<file path="src/rtl/sha256_msg_sched_if.sv">
// rtl/sha256_msg_sched_if.sv - block load / schedule-word stream bundle for the SHA-256 message scheduler
interface sha256_msg_sched_if;
   logic         start;
   logic [511:0] blk_in;
   logic         advance;
   logic [31:0]  w_t;
   logic [5:0]   t_idx;
   logic         valid;
   logic         busy;
   logic         done;

   // Producer of blocks and consumer of W words
   modport master (
      output start, blk_in, advance,
      input  w_t, t_idx, valid, busy, done
   );

   // The message scheduler itself
   modport slave (
      input  start, blk_in, advance,
      output w_t, t_idx, valid, busy, done
   );
endinterface

</file>
<file path="src/rtl/sha256_msg_sched.sv">
// rtl/sha256_msg_sched.sv - SHA-256 message schedule generator, one W word per advance
module sha256_msg_sched (
   input  logic              clk,
   input  logic              rst_n,
   sha256_msg_sched_if.slave bus
);

   typedef enum logic {
      IDLE = 1'b0,
      RUN  = 1'b1
   } state_t;

   state_t      state;
   logic [31:0] r [0:15];
   logic [5:0]  t_q;
   logic        valid_q;
   logic        busy_q;
   logic        done_q;
   logic [31:0] w_next;

   // Small sigma functions of the SHA-256 message expansion
   function automatic logic [31:0] sig0(input logic [31:0] x);
      return {x[6:0], x[31:7]} ^ {x[17:0], x[31:18]} ^ (x >> 3);
   endfunction

   function automatic logic [31:0] sig1(input logic [31:0] x);
      return {x[16:0], x[31:17]} ^ {x[18:0], x[31:19]} ^ (x >> 10);
   endfunction

   // Next window word: W[t+16] from the current 16-word window (r[0] = W[t])
   always_comb begin
      w_next = sig1(r[14]) + r[9] + sig0(r[1]) + r[0];
   end

   // Load / expand / finish control; the window only moves when a word is consumed
   always_ff @(posedge clk or negedge rst_n) begin
      if (!rst_n) begin
         state   <= IDLE;
         t_q     <= 6'd0;
         valid_q <= 1'b0;
         busy_q  <= 1'b0;
         done_q  <= 1'b0;
         for (int i = 0; i < 16; i++) begin
            r[i] <= 32'd0;
         end
      end else begin
         done_q <= 1'b0;
         case (state)
            IDLE: begin
               if (bus.start) begin
                  for (int j = 0; j < 16; j++) begin
                     r[j] <= bus.blk_in[511 - 32*j -: 32];
                  end
                  t_q     <= 6'd0;
                  valid_q <= 1'b1;
                  busy_q  <= 1'b1;
                  state   <= RUN;
               end
            end
            RUN: begin
               if (bus.advance) begin
                  if (t_q == 6'd63) begin
                     // Last word taken: keep the window and index frozen for a stable w_t
                     valid_q <= 1'b0;
                     busy_q  <= 1'b0;
                     done_q  <= 1'b1;
                     state   <= IDLE;
                  end else begin
                     for (int i = 0; i < 15; i++) begin
                        r[i] <= r[i+1];
                     end
                     r[15] <= w_next;
                     t_q   <= t_q + 6'd1;
                  end
               end
            end
            default: state <= IDLE;
         endcase
      end
   end

   assign bus.w_t   = r[0];
   assign bus.t_idx = t_q;
   assign bus.valid = valid_q;
   assign bus.busy  = busy_q;
   assign bus.done  = done_q;

endmodule

</file>
<file path="src/flat_wrapper.sv">
// flat-port wrapper written by rule: the top's interface ports become plain ports
module sha256_msg_sched_flat 
  (clk, rst_n, bus_start, bus_blk_in, bus_advance, bus_w_t, bus_t_idx, bus_valid, bus_busy, bus_done);
  sha256_msg_sched_if bus_i ();
  input  logic clk;
  input  logic rst_n;
  input wire logic [$bits(bus_i.start)-1:0] bus_start;
  input wire logic [$bits(bus_i.blk_in)-1:0] bus_blk_in;
  input wire logic [$bits(bus_i.advance)-1:0] bus_advance;
  output wire logic [$bits(bus_i.w_t)-1:0] bus_w_t;
  output wire logic [$bits(bus_i.t_idx)-1:0] bus_t_idx;
  output wire logic [$bits(bus_i.valid)-1:0] bus_valid;
  output wire logic [$bits(bus_i.busy)-1:0] bus_busy;
  output wire logic [$bits(bus_i.done)-1:0] bus_done;
  assign bus_i.start = bus_start;
  assign bus_i.blk_in = bus_blk_in;
  assign bus_i.advance = bus_advance;
  assign bus_w_t = bus_i.w_t;
  assign bus_t_idx = bus_i.t_idx;
  assign bus_valid = bus_i.valid;
  assign bus_busy = bus_i.busy;
  assign bus_done = bus_i.done;
  sha256_msg_sched u_core (.clk(clk), .rst_n(rst_n), .bus(bus_i));
endmodule
</file>
<file path="config.mk">
export PLATFORM = sky130hd
export DESIGN_NAME = sha256_msg_sched_flat
export DESIGN_NICKNAME = d
export VERILOG_FILES = /design/src/rtl/sha256_msg_sched_if.sv /design/src/rtl/sha256_msg_sched.sv /design/src/flat_wrapper.sv
export SDC_FILE = /design/constraint.sdc
export NUM_CORES = 1
export LEC_CHECK = 0
export CORE_MARGIN = 1.5
export CORE_UTILIZATION = 45
export CTS_BUF_LIST = sky130_fd_sc_hd__clkbuf_16
export DETAILED_ROUTE_END_ITERATION = 8
export PLACE_DENSITY = 0.69
export SYNTH_ARGS = -nofsm -noshare
export SYNTH_HDL_FRONTEND = slang
export SYNTH_SLANG_ARGS = --single-unit
</file>
<file path="constraint.sdc">
create_clock -name clk -period 4.5 [get_ports clk]
set_input_delay 0.9 -clock clk [delete_from_list [all_inputs] [get_ports clk]]
set_output_delay 0.9 -clock clk [all_outputs]
set_load 0.1 [all_outputs]
</file>
* Word level (Yosys, flattened, before mapping) *
Index checks and enable logic that the tools add are counted.

storage, ports and cells
  bits in registers = 521
  bits of input ports = 516
  output and inout port bits = 41
  word-level logic and storage cells = 55

operators by class
  $add $sub $neg = 4
  equality and inequality tests = 5
  muxes and demuxes = 19
  bitwise operators = 5
  reductions and logical operators = 2

operators by type and width
  operator                                      count
  2-to-1 mux 512 bit                            3
  one-hot mux 512 bit (2 select lines)          1
  adder 32 bit                                  3
  bitwise XOR 32 bit                            2
  bitwise XOR 32 x 22 -> 32 bit                 1
  bitwise XOR 32 x 29 -> 32 bit                 1
  2-to-1 mux 6 bit                              3
  one-hot mux 6 bit (2 select lines)            1
  2-to-1 mux 1 bit                              9
  != test 2 bit (second input constant)         4
  adder 6 x 1 -> 6 bit (second input constant)  1
  == test 6 bit (second input constant)         1
  AND reduction 3 bit                           2
  one-hot mux 1 bit (2 select lines)            2
  inverter 1 bit                                1

* Longest topological paths before layout *
  word-level depth = 8
  gate-level depth with buffers = 16
  mapped depth without buffers = 14

* Least setup slack after synthesis *
Ideal clock, no wire load.

  path kind = reg-to-reg
  start point = reg u_core.r[456] in the netlist's numbering
  end point = reg u_core.r[21] in the netlist's numbering
  library setup time = 126 ps
  data arrival time = 3842 ps
  required time = 4374 ps
  setup slack = 531 ps
  stages on the path, launching flop included = 15
  clock period less this slack = 3969 ps
  cell sequence = dfrtp_1 clkbuf_1 xnor2_1 xnor2_1 fa_1 fa_1 ha_1 fa_1 a21o_1 a221oi_2 o21bai_2 o31a_4 a221oi_2 xor2_1 o22ai_1

between the ends
  word-level cells in the longest chain between the ends = 7

RTL lines
  what                                      RTL line                text
  start: declaration                        sha256_msg_sched.sv:14  logic [31:0] r [0:15];
  start signal: indexed assignment          sha256_msg_sched.sv:52  r[j] <= bus.blk_in[511 - 32*j -: 32];
  start signal: indexed assignment          sha256_msg_sched.sv:70  r[i] <= r[i+1];
  bitwise XOR 32 bit                        sha256_msg_sched.sv:23  return {x[6:0], x[31:7]} ^ {x[17:0], x[31:18]} ^ (x >> 3);
  bitwise XOR 32 x 29 -> 32 bit (*)         sha256_msg_sched.sv:23
  adder 32 bit (*) (2 in a row)             sha256_msg_sched.sv:32  w_next = sig1(r[14]) + r[9] + sig0(r[1]) + r[0];
  2-to-1 mux 512 bit (*)                    sha256_msg_sched.sv:62  if (t_q == 6'd63) begin
  2-to-1 mux 512 bit (*)                    sha256_msg_sched.sv:61  if (bus.advance) begin
  one-hot mux 512 bit (2 select lines) (*)  sha256_msg_sched.sv:48  case (state)

Mark *: on every way between the ends. The rest lies on a longest branch, timed or not. The select of a mux whose other input is x is not followed.
A chain may end at the register's enable or synchronous reset.

* Final worst setup path *
  start point = reg u_core.r[50] in the netlist's numbering
  end point = reg u_core.r[21] in the netlist's numbering

between the ends
  word-level cells in the longest chain between the ends = 8

RTL lines
  what                                      RTL line                text
  bitwise XOR 32 bit                        sha256_msg_sched.sv:27  return {x[16:0], x[31:17]} ^ {x[18:0], x[31:19]} ^ (x >> 10);
  bitwise XOR 32 x 22 -> 32 bit (*)         sha256_msg_sched.sv:27
  adder 32 bit (*) (3 in a row)             sha256_msg_sched.sv:32
  2-to-1 mux 512 bit (*)                    sha256_msg_sched.sv:62
  2-to-1 mux 512 bit (*)                    sha256_msg_sched.sv:61
  one-hot mux 512 bit (2 select lines) (*)  sha256_msg_sched.sv:48

Marked as above.

==> out/qor.csv <==
stage,metric,value,unit
critical_path,"setup slack, reg-to-reg",0.19,ns
drt,wire per inst,24.9,um
clocking,CTS Buffer Depth,3,
critical_path,crit path max fanout,5,
floorplan,row count,92,
critical_path,crit start category,flop,
timing,Final Max Tran Viols,0,
clocking,Post-CTS Hold Fix Bufs,0,
layout,Storage cell area,0.0130,sq mm
drt,first-pass detailed-route iteration total,5,
timing,Slew headroom,22.0,%
global_routing,initial antenna violation count,30,
floorplan,core region area,0.0629,sq mm
synth,post-synthesis cell area,0.0285,sq mm
synth,Compound-Gate Fraction of Synth Area,11.9,%
drt,drt drc,0,
clocking,total setup buffers inserted after CTS,0,
synth,Synth Area in Simple Gates,8.46,%
critical_path,CP startpoint,u_core.r[50]$_DFFE_PN0P_,
clocking,CTS tree,done,
floorplan,Die X,255,um
clocking,clk_lat worst skew,0.62,ns
floorplan,Die Y-Extent,255,um
drt,WL final,105,mm
synth,Post-synth EDFFs,0,
synth,mux contribution to synthesized area,17.1,%
synth,"Primary FF master, synth",dfrtp_1,
job,total of max-cap violations,0,
layout,share of cells above drive strength 1,4.51,%
clocking,Num CTS Buffers,57,
drt,DR vias,22762,
global_routing,vias in the first global route,22893,
placement,GPL Wtd Cong,0.938,
critical_path,worst r2r path cells,13,
layout,Fillers,5583,
floorplan,effective utilization at floorplan,45.3,%
min_path,Hold Crit Class,primary input to asynchronous set/reset pin,
clocking,H-tree depth,2,
timing,final worst path period share,95.8,%
global_routing,largest net degree at the start of global routing,146,
synth,main combinational cell family by area after synthesis,multiplexers,
synth,Synth async-reset ratio,100,%
timing,Setup Skew,0.0134,ns
clocking,root buffer cell,clkbuf_16,
critical_path,critical path class,flop to flop,
critical_path,Critical R2R Launch,u_core.r[50]$_DFFE_PN0P_,
outcome,status,finished clean,
critical_path,worst setup path endpoint,u_core.r[21]$_DFFE_PN0P_,
layout,"most common cell after layout, fill and taps aside",clkdlybuf4s50_1,
timing,min cycle time layout,4.31,ns
timing,RSZ-0062 raised after global routing,no,
placement,IO buf count,556,
floorplan,I/O pins,557,
timing,final hold vios,0,
floorplan,Die Area,0.0648,sq mm
timing,Setup TNS,0,ns
synth,Ys Warns,0,
synth,Synth Area in Adders,5.76,%
synth,Synthesized Nets,3512,
synth,mean post-synth cell area,9.82,sq um
clocking,"Reg clk slew, reported paths",0.07,ns
critical_path,WP data arrival,4.79,ns
global_routing,Total GRT Usage,32.2,%
placement,post-detail-place hpwl,82.4,mm
layout,Layout area overhead,27.5,%
clocking,CTS sink cnt,521,
timing,fmax,0.232,GHz
layout,footprint of the multi-input gates,0.0137,sq mm
synth,"Seq/Total Area, Yosys",45.8,%
drt,Detailed Route Iter0 Violations,2023,
critical_path,Worst EP required,4.98,ns
layout,most frequent cells in the layout,"clkdlybuf4s50_1 (555), a21oi_1 (545), nor2_1 (530)",
synth,Syn Inst Count,2902,
global_routing,gr ovfl total,0,
timing,Slew @ Worst Pin,1.17,ns
critical_path,Crit. End Element,flop,
critical_path,Worst R2R End,u_core.r[21]$_DFFE_PN0P_,
synth,post-synth cell types,53,
drt,Antenna Nets Post-Route,0,
synth,Post-Synth XOR/XNOR Area,4.61,%
layout,# nets final,3914,
timing,final setup fails,0,
drt,vias per cell,5.39,
synth,Yosys reg bits,521,
global_routing,global-route wire length before repair,151,mm
==> metal layers <==
| metal | GRT usage (%) | share of wire (%) | up-vias |
|---|---|---|---|
| met4 | 8.33 | 2.3 | 22 |
| met5 | 0 | 0.15 | - |
| met1 | 43.3 | 42 | 11218 |
| met3 | 7.56 | 8.2 | 135 |
| li1 | - | - | 10618 |
| met2 | 52.3 | 47 | 769 |
==> critical path, cell delays in order, from the launching register on <==
cell,delay [ns]
dfrtp_1,0.46
xnor2_1,0.18
xnor2_1,0.30
fa_1,0.48
fa_1,0.44
ha_1,0.27
fa_1,0.49
a21o_1,0.23
a221oi_2,0.30
o21bai_2,0.14
o31a_4,0.34
a221oi_2,0.26
xor2_1,0.19
o22ai_1,0.10
==> per-stage QoR <==
step                      std cells  worst slack, ns  utilization [%]  hold WS (ns)  area, sq um
after detailed placement       4091            0.236             54.7         0.484        34400
final                          4221            0.188             57.8         0.268        36300
after floorplan                2902            0.531                -         0.448        28500
after global routing           4209           0.0173             57.7         0.299        36300
after CTS                      4197            0.236             57.7         0.273        36300
after global placement         4091            0.265             54.7         0.470        34400
==> registers in the layout (all words and copies together), names as in the netlist <==
register and flops:
u_core.bus.done 1, u_core.bus.t_idx 6, u_core.bus.valid 1, u_core.bus.w_t 32
u_core.r 480, u_core.state 1
==> Yosys cell counts (11+ instances only) <==
| cell | count | area [sq um] |
|---|---|---|
| a21oi_1 | 545 | 2730 |
| buf_2 | 102 | 510 |
| buf_4 | 43 | 323 |
| clkbuf_1 | 108 | 405 |
| dfrtp_1 | 521 | 13000 |
| fa_1 | 62 | 1240 |
| ha_1 | 32 | 400 |
| inv_1 | 135 | 507 |
| mux2i_1 | 488 | 4880 |
| nand2_1 | 32 | 120 |
| nor2_1 | 530 | 1990 |
| nor3_1 | 11 | 55.1 |
| o21ai_0 | 40 | 200 |
| xnor2_1 | 124 | 1090 |
| xor2_1 | 26 | 228 |
==> cells by family (layout without fill, tap and decap cells) <==
kind of cell | after synthesis | count (layout)
AOI/OAI and AO/OA | 641 | 641
xor gates and xnor gates | 150 | 150
adders and majority gates | 94 | 94
DFF | 521 | 521
muxes | 488 | 488
other | 0 | 24
and+or+nand+nor | 611 | 611
buffers and inverters | 397 | 846
==> worst min path at each step <==
stage                        startpoint                         endpoint  slack (ns)  cells past startpoint
6_report                          rst_n  u_core.bus.t_idx[3]$_DFFE_PN0P_        0.27                      1
5_1_grt                           rst_n  u_core.bus.t_idx[2]$_DFFE_PN0P_        0.30                      1
2_1_floorplan  u_core.r[23]$_DFFE_PN0P_         u_core.r[23]$_DFFE_PN0P_        0.45                      2
4_1_cts                           rst_n  u_core.bus.t_idx[3]$_DFFE_PN0P_        0.27                      1
3_3_place_gp    u_core.r[3]$_DFFE_PN0P_          u_core.r[3]$_DFFE_PN0P_        0.47                      2
3_5_place_dp    u_core.r[3]$_DFFE_PN0P_          u_core.r[3]$_DFFE_PN0P_        0.48                      2
==> timing repair <==
| item | in CTS | in global routing |
|---|---|---|
| endpoints found under the hold margin | 0 | 0 |
| resized for setup | 0 | 1 |
| setup endpoints to repair | 0 | 1 |
==> area by class of cell <==
class	instances	share of cell area, %
clock buffers	58	4.00
well taps	846	2.91
clock inverters	48	1.20
multi-input cells	1984	37.6
flip-flops and latches	521	35.9
inverters	136	1.41
diodes	24	0.165
repair buffers	604	16.8
Power is left out: the tool's default activity adds up to more than one toggle a clock period on the data nets, which glitch-free logic cannot reach.
